==> src/rtl/prio_scan_pkg.sv <==
// Shared types and helpers for the multi-cycle priority scan encoder.
//   state_t    : controller states (IDLE, SCAN, DONE)
//   MODE_*     : encoding of the in_msb_first priority-direction bit
//   idx_width  : index width able to hold the 1-based position plus the "none set" code
package prio_scan_pkg;

    typedef enum logic [1:0] {
        IDLE = 2'd0,
        SCAN = 2'd1,
        DONE = 2'd2
    } state_t;

    localparam logic MODE_LSB = 1'b0;
    localparam logic MODE_MSB = 1'b1;

    // Holds values 0 .. w+1 (w+1 is the all-zero code).
    function automatic int unsigned idx_width(input int unsigned w);
        return $clog2(w + 2);
    endfunction

endpackage

==> src/rtl/prio_scan_encoder_if.sv <==
// Request/result handshake bundle for prio_scan_encoder.
//   in_valid/in_ready/in_data/in_msb_first : request channel
//   out_valid/out_ready/out_idx/out_found/out_multi : result channel
// master = requester/consumer side, slave = encoder side.
interface prio_scan_encoder_if
    import prio_scan_pkg::*;
#(
    parameter int unsigned WIDTH = 32,
    parameter int unsigned IDXW  = idx_width(WIDTH)
);
    logic             in_valid;
    logic             in_ready;
    logic [WIDTH-1:0] in_data;
    logic             in_msb_first;
    logic             out_valid;
    logic             out_ready;
    logic [IDXW-1:0]  out_idx;
    logic             out_found;
    logic             out_multi;

    modport master (
        output in_valid, in_data, in_msb_first, out_ready,
        input  in_ready, out_valid, out_idx, out_found, out_multi
    );

    modport slave (
        input  in_valid, in_data, in_msb_first, out_ready,
        output in_ready, out_valid, out_idx, out_found, out_multi
    );
endinterface

==> src/rtl/chunk_prio_enc.sv <==
// Combinational priority encoder for one CHUNK-bit slice.
//   chunk     : slice under test
//   msb_first : 1 = highest set bit wins, 0 = lowest set bit wins
//   hit_c     : any bit set
//   lidx_c    : 0-based local index of the winning bit (0 when no hit)
//   multi_c   : more than one bit set in the slice
module chunk_prio_enc
    import prio_scan_pkg::*;
#(
    parameter int unsigned CHUNK = 8,
    localparam int unsigned LIDXW = (CHUNK > 1) ? $clog2(CHUNK) : 1
) (
    input  logic [CHUNK-1:0] chunk,
    input  logic             msb_first,
    output logic             hit_c,
    output logic [LIDXW-1:0] lidx_c,
    output logic             multi_c
);

    always_comb begin
        hit_c   = |chunk;
        // Clearing the lowest set bit leaves something only if a second bit exists.
        multi_c = (chunk & (chunk - CHUNK'(1))) != '0;
        lidx_c  = '0;
        // The last assignment in scan order wins, so scan away from the favoured end.
        if (msb_first == MODE_MSB) begin
            for (int i = 0; i < int'(CHUNK); i++) begin
                if (chunk[i]) lidx_c = LIDXW'(i);
            end
        end else begin
            for (int i = int'(CHUNK) - 1; i >= 0; i--) begin
                if (chunk[i]) lidx_c = LIDXW'(i);
            end
        end
    end

endmodule

==> src/rtl/prio_scan_encoder.sv <==
// Multi-cycle priority encoder: scans a WIDTH-bit vector CHUNK bits per cycle
// and reports the 1-based winning bit position (WIDTH+1 when no bit is set).
//   clk, rst : clock (rising edge), asynchronous active-high reset
//   bus      : request/result handshake bundle (slave side)
// Latency is fixed at NCHUNK edges after acceptance; no early exit.
module prio_scan_encoder
    import prio_scan_pkg::*;
#(
    parameter int unsigned WIDTH = 32,
    parameter int unsigned CHUNK = 8,
    parameter int unsigned IDXW  = idx_width(WIDTH)
) (
    input  logic               clk,
    input  logic               rst,
    prio_scan_encoder_if.slave bus
);

    localparam int unsigned NCHUNK = WIDTH / CHUNK;
    localparam int unsigned CNTW   = (NCHUNK > 1) ? $clog2(NCHUNK) : 1;
    localparam int unsigned LIDXW  = (CHUNK > 1) ? $clog2(CHUNK) : 1;

    state_t                        state_q, state_d;
    logic [CNTW-1:0]               cnt_q, cnt_d;
    logic [NCHUNK-1:0][CHUNK-1:0]  data_q, data_d;
    logic                          msb_q, msb_d;
    logic                          hit_q, hit_d;
    logic                          multi_q, multi_d;
    logic [IDXW-1:0]               pos_q, pos_d;
    logic                          in_ready_q, in_ready_d;
    logic                          out_valid_q, out_valid_d;
    logic [IDXW-1:0]               out_idx_q, out_idx_d;
    logic                          out_found_q, out_found_d;
    logic                          out_multi_q, out_multi_d;

    logic [CNTW-1:0]               ci_c;
    logic                          enc_hit_c;
    logic [LIDXW-1:0]              enc_lidx_c;
    logic                          enc_multi_c;

    // Physical chunk index: count up from chunk 0, or down from the top chunk.
    assign ci_c = (msb_q == MODE_MSB) ? (CNTW'(NCHUNK - 1) - cnt_q) : cnt_q;

    chunk_prio_enc #(.CHUNK(CHUNK)) u_enc (
        .chunk     (data_q[ci_c]),
        .msb_first (msb_q),
        .hit_c     (enc_hit_c),
        .lidx_c    (enc_lidx_c),
        .multi_c   (enc_multi_c)
    );

    // Next-state and datapath update.
    always_comb begin
        state_d     = state_q;
        cnt_d       = cnt_q;
        data_d      = data_q;
        msb_d       = msb_q;
        hit_d       = hit_q;
        multi_d     = multi_q;
        pos_d       = pos_q;
        in_ready_d  = in_ready_q;
        out_valid_d = out_valid_q;
        out_idx_d   = out_idx_q;
        out_found_d = out_found_q;
        out_multi_d = out_multi_q;

        unique case (state_q)
            IDLE: begin
                if (bus.in_valid) begin
                    data_d     = bus.in_data;
                    msb_d      = bus.in_msb_first;
                    hit_d      = 1'b0;
                    multi_d    = 1'b0;
                    pos_d      = '0;
                    cnt_d      = '0;
                    in_ready_d = 1'b0;
                    state_d    = SCAN;
                end
            end
            SCAN: begin
                // A hit after an earlier winner means a second set bit.
                multi_d = multi_q | enc_multi_c | (enc_hit_c & hit_q);
                if (enc_hit_c && !hit_q) begin
                    hit_d = 1'b1;
                    pos_d = IDXW'(ci_c) * IDXW'(CHUNK) + IDXW'(enc_lidx_c);
                end
                if (cnt_q == CNTW'(NCHUNK - 1)) begin
                    state_d     = DONE;
                    out_valid_d = 1'b1;
                    out_found_d = hit_d;
                    out_multi_d = multi_d;
                    out_idx_d   = hit_d ? (pos_d + IDXW'(1)) : IDXW'(WIDTH + 1);
                end else begin
                    cnt_d = cnt_q + CNTW'(1);
                end
            end
            DONE: begin
                if (bus.out_ready) begin
                    out_valid_d = 1'b0;
                    in_ready_d  = 1'b1;
                    state_d     = IDLE;
                end
            end
            default: begin
                state_d     = IDLE;
                in_ready_d  = 1'b1;
                out_valid_d = 1'b0;
            end
        endcase
    end

    // State and datapath registers.
    always_ff @(posedge clk or posedge rst) begin
        if (rst) begin
            state_q     <= IDLE;
            cnt_q       <= '0;
            data_q      <= '0;
            msb_q       <= 1'b0;
            hit_q       <= 1'b0;
            multi_q     <= 1'b0;
            pos_q       <= '0;
            in_ready_q  <= 1'b1;
            out_valid_q <= 1'b0;
            out_idx_q   <= '0;
            out_found_q <= 1'b0;
            out_multi_q <= 1'b0;
        end else begin
            state_q     <= state_d;
            cnt_q       <= cnt_d;
            data_q      <= data_d;
            msb_q       <= msb_d;
            hit_q       <= hit_d;
            multi_q     <= multi_d;
            pos_q       <= pos_d;
            in_ready_q  <= in_ready_d;
            out_valid_q <= out_valid_d;
            out_idx_q   <= out_idx_d;
            out_found_q <= out_found_d;
            out_multi_q <= out_multi_d;
        end
    end

    assign bus.in_ready  = in_ready_q;
    assign bus.out_valid = out_valid_q;
    assign bus.out_idx   = out_idx_q;
    assign bus.out_found = out_found_q;
    assign bus.out_multi = out_multi_q;

endmodule
==> src/flat_wrapper.sv <==
// flat-port wrapper written by rule: the top's interface ports become plain ports
module prio_scan_encoder_flat import prio_scan_pkg::*;
#(
    parameter int unsigned WIDTH = 32,
    parameter int unsigned CHUNK = 8,
    parameter int unsigned IDXW  = idx_width(WIDTH)
)
  (clk, rst, bus_in_valid, bus_in_data, bus_in_msb_first, bus_out_ready, bus_in_ready, bus_out_valid, bus_out_idx, bus_out_found, bus_out_multi);
  prio_scan_encoder_if #(.WIDTH(WIDTH), .IDXW(IDXW)) bus_i ();
  input  logic clk;
  input  logic rst;
  input wire logic [$bits(bus_i.in_valid)-1:0] bus_in_valid;
  input wire logic [$bits(bus_i.in_data)-1:0] bus_in_data;
  input wire logic [$bits(bus_i.in_msb_first)-1:0] bus_in_msb_first;
  input wire logic [$bits(bus_i.out_ready)-1:0] bus_out_ready;
  output wire logic [$bits(bus_i.in_ready)-1:0] bus_in_ready;
  output wire logic [$bits(bus_i.out_valid)-1:0] bus_out_valid;
  output wire logic [$bits(bus_i.out_idx)-1:0] bus_out_idx;
  output wire logic [$bits(bus_i.out_found)-1:0] bus_out_found;
  output wire logic [$bits(bus_i.out_multi)-1:0] bus_out_multi;
  assign bus_i.in_valid = bus_in_valid;
  assign bus_i.in_data = bus_in_data;
  assign bus_i.in_msb_first = bus_in_msb_first;
  assign bus_i.out_ready = bus_out_ready;
  assign bus_in_ready = bus_i.in_ready;
  assign bus_out_valid = bus_i.out_valid;
  assign bus_out_idx = bus_i.out_idx;
  assign bus_out_found = bus_i.out_found;
  assign bus_out_multi = bus_i.out_multi;
  prio_scan_encoder #(.WIDTH(WIDTH), .CHUNK(CHUNK), .IDXW(IDXW)) u_core (.clk(clk), .rst(rst), .bus(bus_i));
endmodule
==> config.mk <==
export PLATFORM = sky130hd
export DESIGN_NAME = prio_scan_encoder_flat
export DESIGN_NICKNAME = d
export VERILOG_FILES = /design/src/rtl/prio_scan_pkg.sv /design/src/rtl/prio_scan_encoder_if.sv /design/src/rtl/chunk_prio_enc.sv /design/src/rtl/prio_scan_encoder.sv /design/src/flat_wrapper.sv
export SDC_FILE = /design/constraint.sdc
export NUM_CORES = 1
export LEC_CHECK = 0
export BUFFER_PORTS_ARGS = -buffer_cell sky130_fd_sc_hd__buf_2
export CAP_MARGIN = 20
export CORE_MARGIN = 2
export CORE_UTILIZATION = 39
export DETAILED_ROUTE_END_ITERATION = 12
export PLACE_DENSITY = 0.63
export SYNTH_ARGS = -nofsm -noshare
export SYNTH_HDL_FRONTEND = slang
export SYNTH_SLANG_ARGS = --single-unit
==> constraint.sdc <==
create_clock -name clk -period 2.95 [get_ports clk]
set_clock_uncertainty 0.15 [all_clocks]
set_input_delay 0.1475 -clock clk [delete_from_list [all_inputs] [get_ports clk]]
set_output_delay 0.1475 -clock clk [all_outputs]
set_load 0.1 [all_outputs]
==> impl_metrics.xml <==
<?xml version="1.0" encoding="UTF-8"?>
<metrics>
  <group name="placed_design">
    <metric name="place_ws" unit="ns">-0.219</metric>
    <metric name="place.gp.congestion" unit="">0.774</metric>
    <metric name="io_buffers" unit="">46</metric>
    <metric name="post-dp-hpwl" unit="µm">4940</metric>
  </group>
  <group name="clock_network">
    <metric name="worstSkewPairLatency" unit="ns">0.31</metric>
    <metric name="clock-root-buffer" unit="">sky130_fd_sc_hd__clkbuf_8</metric>
    <metric name="worst_setup_hold_path_clk_slew" unit="ns">0.10</metric>
    <metric name="max-clock-path-buffers" unit="">2</metric>
    <metric name="htree_num_levels" unit="">2</metric>
    <metric name="cts-buffers-inserted" unit="">5</metric>
    <metric name="clock_sink_count" unit="">55</metric>
    <metric name="tritoncts_clock_tree" unit="">built</metric>
  </group>
  <group name="routing">
    <metric name="antenna_violating_nets_post_route" unit="">0</metric>
    <metric name="vias_per_cell" unit="">5.17</metric>
    <metric name="routed_wirelength" unit="µm">7010</metric>
    <metric name="detail_route.first_pass.iterations" unit="">4</metric>
    <metric name="wl_per_cell" unit="µm">13.6</metric>
    <metric name="drc_errors" unit="">0</metric>
    <metric name="drt_iter0_drc" unit="">116</metric>
    <metric name="dr_total_vias" unit="">2655</metric>
  </group>
  <group name="die">
    <metric name="core_region_area" unit="µm²">7690</metric>
    <metric name="initial_core_util" unit="%">40.1</metric>
    <metric name="design.portCount" unit="">47</metric>
    <metric name="die_width" unit="µm">92.9</metric>
    <metric name="rows" unit="">32</metric>
    <metric name="dieHeight" unit="µm">92.9</metric>
    <metric name="die_area" unit="µm²">8640</metric>
  </group>
  <group name="sta">
    <metric name="finalHoldViolCount" unit="">0</metric>
    <metric name="maxClockFrequency" unit="MHz">331</metric>
    <metric name="unrepaired_setup_endpoints_after_global_routing" unit="">yes</metric>
    <metric name="final.setup.worst_slack" unit="ns">-0.0705</metric>
    <metric name="final_critical_path_required_period" unit="ns">3.02</metric>
    <metric name="drv_slew" unit="">0</metric>
    <metric name="setup_viol_count_final" unit="">5</metric>
    <metric name="min_period_over_period" unit="%">102</metric>
    <metric name="fin_setup_tns" unit="ns">-0.158</metric>
    <metric name="fin_hold_ws" unit="ns">0.315</metric>
    <metric name="timing_worst_slew_pin_value" unit="ns">0.686</metric>
    <metric name="maxSlewHeadroom" unit="%">54.3</metric>
  </group>
  <group name="global_routing">
    <metric name="grtUsageTotal" unit="%">16.9</metric>
    <metric name="grt_remaining_overflow" unit="">0</metric>
    <metric name="maximum_number_of_pins_on_one_net_before_global_route_repair" unit="">56</metric>
    <metric name="first_pass_grt_wire_length" unit="µm">11700</metric>
    <metric name="via_count_of_the_first_global_routing_pass" unit="">2530</metric>
    <metric name="antenna_found_initial" unit="">0</metric>
  </group>
  <group name="cells_and_area">
    <metric name="finalNetCount" unit="">450</metric>
    <metric name="drive_gt1_share" unit="%">42.7</metric>
    <metric name="total_inserted_antenna_cells" unit="">0</metric>
    <metric name="final_core_util" unit="%">56.7</metric>
    <metric name="area_growth" unit="%">41.4</metric>
    <metric name="fillers" unit="">673</metric>
  </group>
  <group name="setup_path">
    <metric name="timing.critical_path.from_type" unit="">register</metric>
    <metric name="critical_path_arrival" unit="ns">3.08</metric>
    <metric name="timing.critical_path.to_type" unit="">register</metric>
    <metric name="crit_type" unit="">register to register</metric>
    <metric name="required" unit="ns">3.01</metric>
    <metric name="cp_max_fo" unit="">5</metric>
  </group>
  <group name="yosys">
    <metric name="synth.avg_cell_area" unit="µm²">10.5</metric>
    <metric name="ys.flop_type" unit="">sky130_fd_sc_hd__dfrtp_1</metric>
    <metric name="seq_area_frac_synth" unit="%">44.6</metric>
    <metric name="synth_cell_types" unit="">61</metric>
    <metric name="yosys_warnings" unit="">0</metric>
    <metric name="area_of_the_mapped_netlist" unit="µm²">3090</metric>
    <metric name="syn_nets" unit="">332</metric>
    <metric name="postSynthRegisterBits" unit="">55</metric>
    <metric name="synth-async-reset-ratio" unit="%">100</metric>
    <metric name="syn_inst" unit="">293</metric>
    <metric name="synth_enable_flop_cells" unit="">0</metric>
  </group>
  <group name="power">
    <metric name="cell_leakage_power" unit="nW">1.89</metric>
    <metric name="cellPowerDensity" unit="nW/µm²">1260</metric>
    <metric name="power.ir.vdd_worst" unit="V">0.000488</metric>
  </group>
  <group name="status">
    <metric name="violations_in_the_final_reports" unit="">setup timing</metric>
    <metric name="run_status" unit="">complete, but fails checks</metric>
  </group>
  <group name="worst_hold_path">
    <metric name="hp-class" unit="">register to register</metric>
  </group>
  <group name="flow_run">
    <metric name="max-cap-violations" unit="">0</metric>
  </group>
</metrics>
[per-layer routing]
metal	up-vias	GRT usage [%]	wire (µm)
met2	52	27.8	3390
li1	1313	-	-
met5	-	0	0
met4	0	4.53	80
met3	7	2.77	205
met1	1283	23.2	3330
[cells in the mapped netlist, types with 9 or more instances]
cell type                  count  area [µm²]
sky130_fd_sc_hd__inv_1        10        37.5
sky130_fd_sc_hd__mux2_2       30         338
sky130_fd_sc_hd__o21ai_0      15        75.1
sky130_fd_sc_hd__nor2_1       13        48.8
sky130_fd_sc_hd__clkbuf_1      9        33.8
sky130_fd_sc_hd__a21oi_1      14        70.1
sky130_fd_sc_hd__nand2_1      28         105
sky130_fd_sc_hd__dfrtp_1      54        1350
[worst max-delay path, stage by stage, from the launching register on]
cell	delay [ns]
sky130_fd_sc_hd__dfrtp_1	0.43
sky130_fd_sc_hd__buf_4	0.13
sky130_fd_sc_hd__mux2_2	0.35
sky130_fd_sc_hd__mux4_2	0.49
sky130_fd_sc_hd__a31oi_4	0.17
sky130_fd_sc_hd__and3_4	0.24
sky130_fd_sc_hd__a21oi_4	0.07
sky130_fd_sc_hd__o32a_4	0.23
sky130_fd_sc_hd__inv_2	0.07
sky130_fd_sc_hd__ha_4	0.13
sky130_fd_sc_hd__nor3b_4	0.17
sky130_fd_sc_hd__xnor2_1	0.09
sky130_fd_sc_hd__a22o_1	0.18
[cells by family (layout without fill, tap and decap cells)]
kind of cell,after synthesis,in the layout,share of synthesized area [%]
and+or+nand+nor,82,82,13.9
xor gates and xnor gates,5,5,1.42
muxes,42,42,16.2
adders and majority gates,4,4,1.46
DFF,55,55,44.6
AOI/OAI and AO/OA,77,77,18.0
buffers and inverters,28,147,4.34
[sequential cells by signal, summed over array words and instances, names as in the netlist]
name and count:
u_core.bus.in_ready 1, u_core.bus.out_found 1, u_core.bus.out_idx 6, u_core.bus.out_multi 1, u_core.bus.out_valid 1, u_core.cnt_q 2
u_core.data_q 32, u_core.hit_q 1, u_core.msb_q 1, u_core.multi_q 1, u_core.pos_q 6, u_core.state_q 2
[where the power goes]
part           switching, mW  internal, mW  leakage [nW]
logic                   1.97          1.74          1.19
registers              0.276          1.12         0.657
clock network          0.246         0.167        0.0412
total                   2.49          3.02          1.89
[per-stage QoR]
| step | cells | power (mW) | instance area, µm² |
|---|---|---|---|
| 2_1_floorplan | 293 | 3.77 | 3180 |
| 3_3_place_gp | 458 | 4.61 | 3720 |
| 3_5_place_dp | 458 | 4.69 | 3720 |
| 4_1_cts | 509 | 5.44 | 4300 |
| 5_1_grt | 514 | 5.90 | 4360 |
| 6_report | 514 | 5.51 | 4360 |
[area by class of cell]
cell class | instances | area [µm²] | area share [%]
Inverter | 10 | 37.5 | 0.861
Clock buffer | 6 | 72.6 | 1.66
Sequential cell | 55 | 1380 | 31.6
Clock inverter | 2 | 12.5 | 0.287
Timing Repair Buffer | 129 | 965 | 22.1
Tap cell | 102 | 128 | 2.93
Multi-Input combinational cell | 210 | 1770 | 40.5
[worst paths after layout]
| check | startpoint | endpoint | slack (ns) | cells past startpoint |
|---|---|---|---|---|
| worst max-delay path | u_core.cnt_q[1]$_DFFE_PP0P_ | u_core.bus.out_idx[4]$_DFFE_PP0P_ | -0.07 | 12 |
| worst min-delay path | u_core.bus.in_ready$_DFFE_PP1P_ | u_core.bus.in_ready$_DFFE_PP1P_ | 0.31 | 2 |
| worst max register to register | u_core.cnt_q[1]$_DFFE_PP0P_ | u_core.bus.out_idx[4]$_DFFE_PP0P_ | -0.07 | 12 |
| worst min register to register | u_core.bus.in_ready$_DFFE_PP1P_ | u_core.bus.in_ready$_DFFE_PP1P_ | 0.31 | 2 |
| max in group asynchronous | rst | u_core.cnt_q[0]$_DFFE_PP0P_ | 1.74 | 4 |
| min in group asynchronous | rst | u_core.bus.out_found$_DFFE_PP0P_ | 0.40 | 4 |
[cells in the final DEF, fill, tap and decap left out, drive strengths merged, types with 2 or more instances in the layout]
| master | n |
|---|---|
| buf | 94 |
| dfrtp | 54 |
| dlygate4sd3 | 35 |
| mux2 | 33 |
| nand2 | 28 |
| o21ai | 18 |
| a21oi | 15 |
| nor2 | 13 |
| inv | 10 |
| nand2b | 6 |
| mux2i | 6 |
| o22ai | 6 |
| nand3 | 6 |
| clkbuf | 6 |
| o221ai | 6 |
| or2 | 6 |
| nor2b | 5 |
| a221o | 4 |
| a22o | 4 |
| xnor2 | 4 |
| a21o | 4 |
| o21bai | 3 |
| mux4 | 3 |
| nor3b | 3 |
| a221oi | 3 |
| and3 | 2 |
| maj3 | 2 |
| o211ai | 2 |
| or4 | 2 |
| o31ai | 2 |
| nor3 | 2 |
| a41oi | 2 |
| a211oi | 2 |
| ha | 2 |
[repair_timing]
item                       in CTS  in global routing
hold endpoints to repair       90                  0
setup endpoints to repair       8                  9
pin swaps                       8                  7
setup buffers                   8                  5
gates resized for setup        17                  8
hold buffers                   35                  0
(Power assumes the default switching activity.)
